==> src/rtl/mpa_road_player_pkg.sv <==
// Shared definitions for the road word replay block.
// Defaults, port count and replay state encoding.
package mpa_road_player_pkg;

  localparam int RD_W_DEF  = 30;
  localparam int DEPTH_DEF = 16;
  localparam int N_PORTS   = 4;

  typedef enum logic {
    S_IDLE = 1'b0,
    S_PLAY = 1'b1
  } state_e;

endpackage

==> src/rtl/mpa_road_fifo.sv <==
// Single-clock FIFO with occupancy count and full/empty flags.
// Storage is not reset; flushing clears only pointers and count.
module mpa_road_fifo #(
  parameter int W     = 30,
  parameter int DEPTH = 16
) (
  input  logic                   clk,
  input  logic                   rst_n,
  input  logic                   wr_en_i,
  input  logic [W-1:0]           wr_data_i,
  input  logic                   rd_en_i,
  output logic [W-1:0]           rd_data_o,
  output logic [$clog2(DEPTH):0] count_o,
  output logic                   full_o,
  output logic                   empty_o
);

  localparam int AW = $clog2(DEPTH);
  localparam int CW = AW + 1;

  logic [W-1:0]  mem [DEPTH];
  logic [AW-1:0] wr_ptr_q;
  logic [AW-1:0] rd_ptr_q;
  logic [CW-1:0] cnt_q;
  logic          wr_ok;
  logic          rd_ok;

  assign full_o    = (cnt_q == CW'(DEPTH));
  assign empty_o   = (cnt_q == '0);
  assign count_o   = cnt_q;
  assign rd_data_o = mem[rd_ptr_q];
  assign wr_ok     = wr_en_i && !full_o;
  assign rd_ok     = rd_en_i && !empty_o;

  always_ff @(posedge clk) begin
    if (wr_ok) mem[wr_ptr_q] <= wr_data_i;
  end

  always_ff @(posedge clk or negedge rst_n) begin
    if (!rst_n) begin
      wr_ptr_q <= '0;
      rd_ptr_q <= '0;
      cnt_q    <= '0;
    end else begin
      if (wr_ok) wr_ptr_q <= wr_ptr_q + AW'(1);
      if (rd_ok) rd_ptr_q <= rd_ptr_q + AW'(1);
      if (wr_ok && !rd_ok)
        cnt_q <= cnt_q + CW'(1);
      else if (!wr_ok && rd_ok)
        cnt_q <= cnt_q - CW'(1);
    end
  end

endmodule

==> src/rtl/mpa_road_player.sv <==
// Four-port road word buffer: load while idle, then replay
// every port in parallel and flag the end of the run.
module mpa_road_player
  import mpa_road_player_pkg::*;
#(
  parameter int RD_W  = RD_W_DEF,
  parameter int DEPTH = DEPTH_DEF
) (
  input  logic               clk,
  input  logic               rst_n,
  input  logic               ld_en,
  input  logic [1:0]         ld_port,
  input  logic [RD_W-1:0]    ld_data,
  input  logic               start,
  output logic               busy,
  output logic [N_PORTS-1:0] ovf,
  output logic [RD_W-1:0]    p0_road_data,
  output logic [RD_W-1:0]    p1_road_data,
  output logic [RD_W-1:0]    p2_road_data,
  output logic [RD_W-1:0]    p3_road_data,
  output logic               p0_road_dv,
  output logic               p1_road_dv,
  output logic               p2_road_dv,
  output logic               p3_road_dv,
  output logic               eor
);

  localparam int CW = $clog2(DEPTH) + 1;

  state_e             state_q;
  logic [N_PORTS-1:0] ovf_q;
  logic [N_PORTS-1:0] dv_q;
  logic               eor_q;
  logic [CW-1:0]      rem_q;
  logic [RD_W-1:0]    data_q [N_PORTS];

  logic               idle;
  logic [N_PORTS-1:0] wr_en;
  logic [N_PORTS-1:0] rd_en;
  logic [N_PORTS-1:0] full;
  logic [N_PORTS-1:0] empty;
  logic [RD_W-1:0]    head [N_PORTS];
  logic [CW-1:0]      cnt  [N_PORTS];
  logic [CW-1:0]      occ_max;

  assign idle = (state_q == S_IDLE);

  for (genvar g = 0; g < N_PORTS; g++) begin : g_port
    assign wr_en[g] = idle && ld_en &&
                      (ld_port == 2'(g)) && !full[g];
    assign rd_en[g] = !idle && !empty[g];

    mpa_road_fifo #(
      .W     (RD_W),
      .DEPTH (DEPTH)
    ) u_fifo (
      .clk       (clk),
      .rst_n     (rst_n),
      .wr_en_i   (wr_en[g]),
      .wr_data_i (ld_data),
      .rd_en_i   (rd_en[g]),
      .rd_data_o (head[g]),
      .count_o   (cnt[g]),
      .full_o    (full[g]),
      .empty_o   (empty[g])
    );
  end

  // Run length includes a word written on the start edge itself.
  always_comb begin
    occ_max = '0;
    for (int i = 0; i < N_PORTS; i++) begin
      if (cnt[i] + CW'(wr_en[i]) > occ_max)
        occ_max = cnt[i] + CW'(wr_en[i]);
    end
  end

  always_ff @(posedge clk or negedge rst_n) begin
    if (!rst_n) begin
      state_q <= S_IDLE;
      ovf_q   <= '0;
      dv_q    <= '0;
      eor_q   <= 1'b0;
      rem_q   <= '0;
      for (int i = 0; i < N_PORTS; i++)
        data_q[i] <= '0;
    end else begin
      eor_q <= 1'b0;
      dv_q  <= rd_en;
      for (int i = 0; i < N_PORTS; i++) begin
        if (rd_en[i]) data_q[i] <= head[i];
      end
      unique case (state_q)
        S_IDLE: begin
          if (ld_en && full[ld_port])
            ovf_q[ld_port] <= 1'b1;
          if (start) begin
            state_q <= S_PLAY;
            ovf_q   <= '0;
            rem_q   <= occ_max;
          end
        end
        S_PLAY: begin
          if (rem_q == '0) begin
            eor_q   <= 1'b1;
            state_q <= S_IDLE;
          end else begin
            rem_q <= rem_q - CW'(1);
          end
        end
        default: state_q <= S_IDLE;
      endcase
    end
  end

  assign busy         = (state_q == S_PLAY);
  assign ovf          = ovf_q;
  assign eor          = eor_q;
  assign p0_road_data = data_q[0];
  assign p1_road_data = data_q[1];
  assign p2_road_data = data_q[2];
  assign p3_road_data = data_q[3];
  assign p0_road_dv   = dv_q[0];
  assign p1_road_dv   = dv_q[1];
  assign p2_road_dv   = dv_q[2];
  assign p3_road_dv   = dv_q[3];

endmodule

==> config.mk <==
export PLATFORM = sky130hd
export DESIGN_NAME = mpa_road_player
export DESIGN_NICKNAME = d
export VERILOG_FILES = /design/src/rtl/mpa_road_player_pkg.sv /design/src/rtl/mpa_road_fifo.sv /design/src/rtl/mpa_road_player.sv
export SDC_FILE = /design/constraint.sdc
export NUM_CORES = 2
export LEC_CHECK = 0
export ABC_AREA = 1
export CORE_UTILIZATION = 49
export DETAILED_ROUTE_END_ITERATION = 7
export GPL_TIMING_DRIVEN = 0
export PLACE_DENSITY = 0.75
export SETUP_SLACK_MARGIN = 0.15
export SKIP_CTS_REPAIR_TIMING = 1
export SLEW_MARGIN = 20
export SYNTH_ARGS = -nofsm -noshare
export SYNTH_HDL_FRONTEND = slang
export SYNTH_HIERARCHICAL = 1
export SYNTH_SLANG_ARGS = --single-unit
==> constraint.sdc <==
create_clock -name clk -period 8.6 [get_ports clk]
set_input_delay 1.72 -clock clk [delete_from_list [all_inputs] [get_ports clk]]
set_output_delay 1.72 -clock clk [all_outputs]
set_load 0.03 [all_outputs]
==> impl_results.md <==
- Status: finished, final reports clean
- DP Area: a little under 100,000 um^2
- Combinational power share: 0.383
- First-pass GRT wire length: about 360,000 um
- Fill count: between 10,000 and 15,000
- Setup crit start kind: primary input
- Routed Antenna Nets: 0
- Non-filler cells, final: 11,720
- Post-synth cell types: 39
- Drt initial violations: slightly above 8,000
- WL per Instance: 20.5 um
- Initial Util: 0.494
- Final Instance Area: between 100,000 and 150,000 um^2
- Via count: 62,766
- Power density relative to cell area: 330 nW/um^2
- Crit path arrival time: 7.05 ns
- Reg power frac: 0.353
- Die Width: between 400 and 500 um
- Largest net degree at the start of global routing: 69
- Yosys reg bits: ~2,100
- Worst Clk Skew: 0.0337 ns
- Clock power share: 0.264
- CTS buffer count: 207
- Hold Fails Final Rpt: 0
- Hold Crit Class: reg2reg
- I/O pins: 166
- # H-tree levels: 4
- Sw Pwr: roughly 14 mW
- Required time at the worst-slack endpoint: roughly 9.3 ns
- Mean Syn Cell Area: around 10 um^2
- DR pass1 iterations: 6
- Clock Tree Root: clkbuf_16
- Syn Inst Count: 8,697
- Buffers & Inverters on Critical Path: 5
- Setup CP Type: in2reg
- Max_cap viols: 0
- Seq/Total Area, Yosys: 0.696
- Max FO, Critical Path: 8
- Fmax: 158 MHz
- Die H: ~430 um
- Place WS: roughly 1.4 ns
- Die Footprint: 184,000 um^2
- Period Utilization, post-route: 0.734
- Port Buf Inserts: 165
- Element type at the critical path end: register
- Count of pins over their slew limit: 0
- Switching fraction of total power: 0.395
- TritonCTS clock tree: done
- Reg2reg path depth: 36
- CTS Buffer Depth: 3
- Delay-heaviest family, CP: simple AND/OR/NAND/NOR gates
- Vias in the first global route: 60,857
- Crit-path max cell delay: 0.55 ns
- TritonCTS Sinks: 2,107
- Crit-path slowest cell: nor3_1
- GRT Total Usage: 0.258
- Worst skew pair latency: 0.87 ns
- Num rows: about 160
- Slew headroom: 0.495
- Peak VDD IR: 0.204 mV
- Clk pin slew, worst setup/hold paths: 0.06 ns
- Worst setup margin: 2.29 ns
- RSZ-0062 raised after global routing: no
- Static leakage: 43.3 nW
- Final wirelength: 240,000 um
- Nets: roughly 9,300
- Core Area: 181,000 um^2
- Hpwl dp: 160,000 um
- CP dominant cell by count: nand2_1
- Initial antenna violation count: 9
- Net count after synthesis: 8,799
- Power Internal: about 21 mW
- Synthesized area: 89,500 um^2
- Inst Count DP: 11,328
- Routability-driven placement congestion ratio: between 0.9 and 1
- Stages on the worst setup path: 35
- Min Tclk post-route: approximately 6.3 ns
- Vias/cell: 5.36
- Final setup fails: 0
- Synthesis-to-layout area growth: 15.8%
- Worst-Margin Slew: 0.758 ns
- Syn. warnings: 6
- Grt ovf: 0
- Share of cells above drive strength 1: 0.0874
- Hold Path Depth: 2
- DRC: 0
==> layout make-up <==
type | count | area (um^2) | share of cell area
diodes | 6 | 15.0 | 0.000145
plain buffers | 394 | 1940 | 0.0187
clock buffers | 265 | 5590 | 0.0539
clock inverters | 121 | 1190 | 0.0115
inverters | 844 | 3170 | 0.0306
multi-input cells | 5352 | 22600 | 0.218
flip-flops and latches | 2107 | 62300 | 0.601
well taps | 2370 | 2970 | 0.0286
repair buffers | 261 | 3920 | 0.0378
==> worst reg2reg max path, delay by kind of cell (launching register included) <==
family	cells	cell delay (ns)
AOI/OAI and AO/OA	1	0.16
xor gates and xnor gates	1	0.26
adders and majority gates	5	1.34
buffers and inverters	6	1.02
DFF	1	0.46
and+or+nand+nor	23	2.89
==> cell usage after synthesis <==
| library cell | instances | share of area |
|---|---|---|
| a21oi_2 | 3 | 0.00029 |
| ha_1 | 62 | 0.0087 |
| nand2_2 | 2 | 0.00014 |
| or2_0 | 1 | 0.000070 |
| xnor2_1 | 17 | 0.0017 |
| o21a_1 | 2 | 0.00017 |
| inv_2 | 14 | 0.00059 |
| o21ai_0 | 28 | 0.0016 |
| nor2_1 | 802 | 0.034 |
| clkbuf_1 | 108 | 0.0045 |
| clkinv_1 | 4 | 0.00017 |
| nor2_4 | 1 | 0.00013 |
| dfrtp_1 | 187 | 0.052 |
| nand2_4 | 2 | 0.00025 |
| or2_1 | 4 | 0.00028 |
| nand3_2 | 2 | 0.00022 |
| a22oi_1 | 1 | 0.000084 |
| nand4_2 | 1 | 0.00014 |
| a21o_1 | 1 | 0.000084 |
| nand3_1 | 783 | 0.044 |
| nand2_1 | 3573 | 0.15 |
| nand4_1 | 13 | 0.00091 |
| inv_1 | 826 | 0.035 |
| edfxtp_1 | 1920 | 0.64 |
| buf_2 | 246 | 0.014 |
| a21oi_1 | 6 | 0.00034 |
| nor3_1 | 6 | 0.00034 |
| fa_1 | 4 | 0.00089 |
| o211ai_1 | 1 | 0.000084 |
| or2_2 | 1 | 0.000070 |
| buf_6 | 2 | 0.00025 |
| xor2_1 | 19 | 0.0019 |
| buf_1 | 2 | 0.000084 |
| o21bai_1 | 3 | 0.00025 |
| and2_1 | 4 | 0.00028 |
| o31ai_1 | 1 | 0.000084 |
| a31oi_1 | 1 | 0.000070 |
| buf_4 | 36 | 0.0030 |
| nor2_2 | 8 | 0.00056 |
==> path summary, 6_finish.rpt <==
path | slack (ns) | endpoint | start
worst min-delay path | 0.47 | p0_road_data[13] | p0_road_data[13]
max in group asynchronous | 6.56 | p1_road_data[20] | rst_n
worst max-delay path | 2.29 | rem_q[2] | ld_en
worst max register to register | 2.37 | rem_q[2] | busy
min in group asynchronous | 0.79 | p2_road_data[15] | rst_n
worst min register to register | 0.47 | p0_road_data[13] | p0_road_data[13]
==> per-layer routing <==
metal  global-route usage  wire length (um)
met5                    0                38
met2                0.412            110000
met4                0.112             10700
met1                0.349             93800
met3               0.0432             25100
==> through the flow <==
| step | util | TNS (ns) | hold slack (ns) | power (mW) |
|---|---|---|---|---|
| after floorplan | - | 0 | 0.472 | 20.4 |
| after global placement | 0.520 | -675.21 | 0.458 | 24.8 |
| after detailed placement | 0.535 | 0 | 0.459 | 25.2 |
| after CTS | 0.572 | 0 | 0.474 | 34.2 |
| after global routing | 0.572 | 0 | 0.490 | 36.0 |
| final | 0.572 | 0 | 0.469 | 34.2 |
==> logic make-up after synthesis <==
family / after synthesis / synth area share
XOR/XNOR: 36 / 0.00352
flip-flops: 2107 / 0.696
adder cells (fa/ha/maj): 66 / 0.00956
AO/OA/AOI/OAI: 47 / 0.00302
AND/OR/NAND/NOR: 5203 / 0.231
buffers and inverters: 1238 / 0.0570
==> sequential cells by signal, indices dropped and copies added, names as in the netlist, 5 cells and up <==
name	flops
p0_road_data	30
g_port.u_fifo/mem	1920
p1_road_data	30
g_port.u_fifo/count_o	20
g_port.u_fifo/rd_ptr_q	16
p3_road_data	30
rem_q	5
g_port.u_fifo/wr_ptr_q	16
p2_road_data	30
==> power by group through the flow <==
stage / Combinational, mW / Sequential, mW / Clock, mW
6_report: 13.1 / 12.1 / 9.03
5_1_grt: 14.4 / 12.1 / 9.51
4_1_cts: 13.0 / 12.1 / 9.11
3_5_place_dp: 12.9 / 12.3 / 0
3_3_place_gp: 12.4 / 12.3 / 0
2_1_floorplan: 7.61 / 12.8 / 0
==> layout by cell type, fill, tap and decap left out, types with 56 or more instances in the layout <==
cell	synthesis	layout
ha_1	62	62
nor2_1	802	738
edfxtp_1	1920	1920
nand3_1	783	783
clkbuf_16	0	211
nor2_4	1	65
nand2_1	3573	3573
dfrtp_1	187	187
buf_16	0	56
inv_1	826	826
clkbuf_1	108	151
buf_2	246	246
clkdlybuf4s50_1	0	134
buf_4	36	66
No activity file was read; power rests on OpenSTA's default activity.
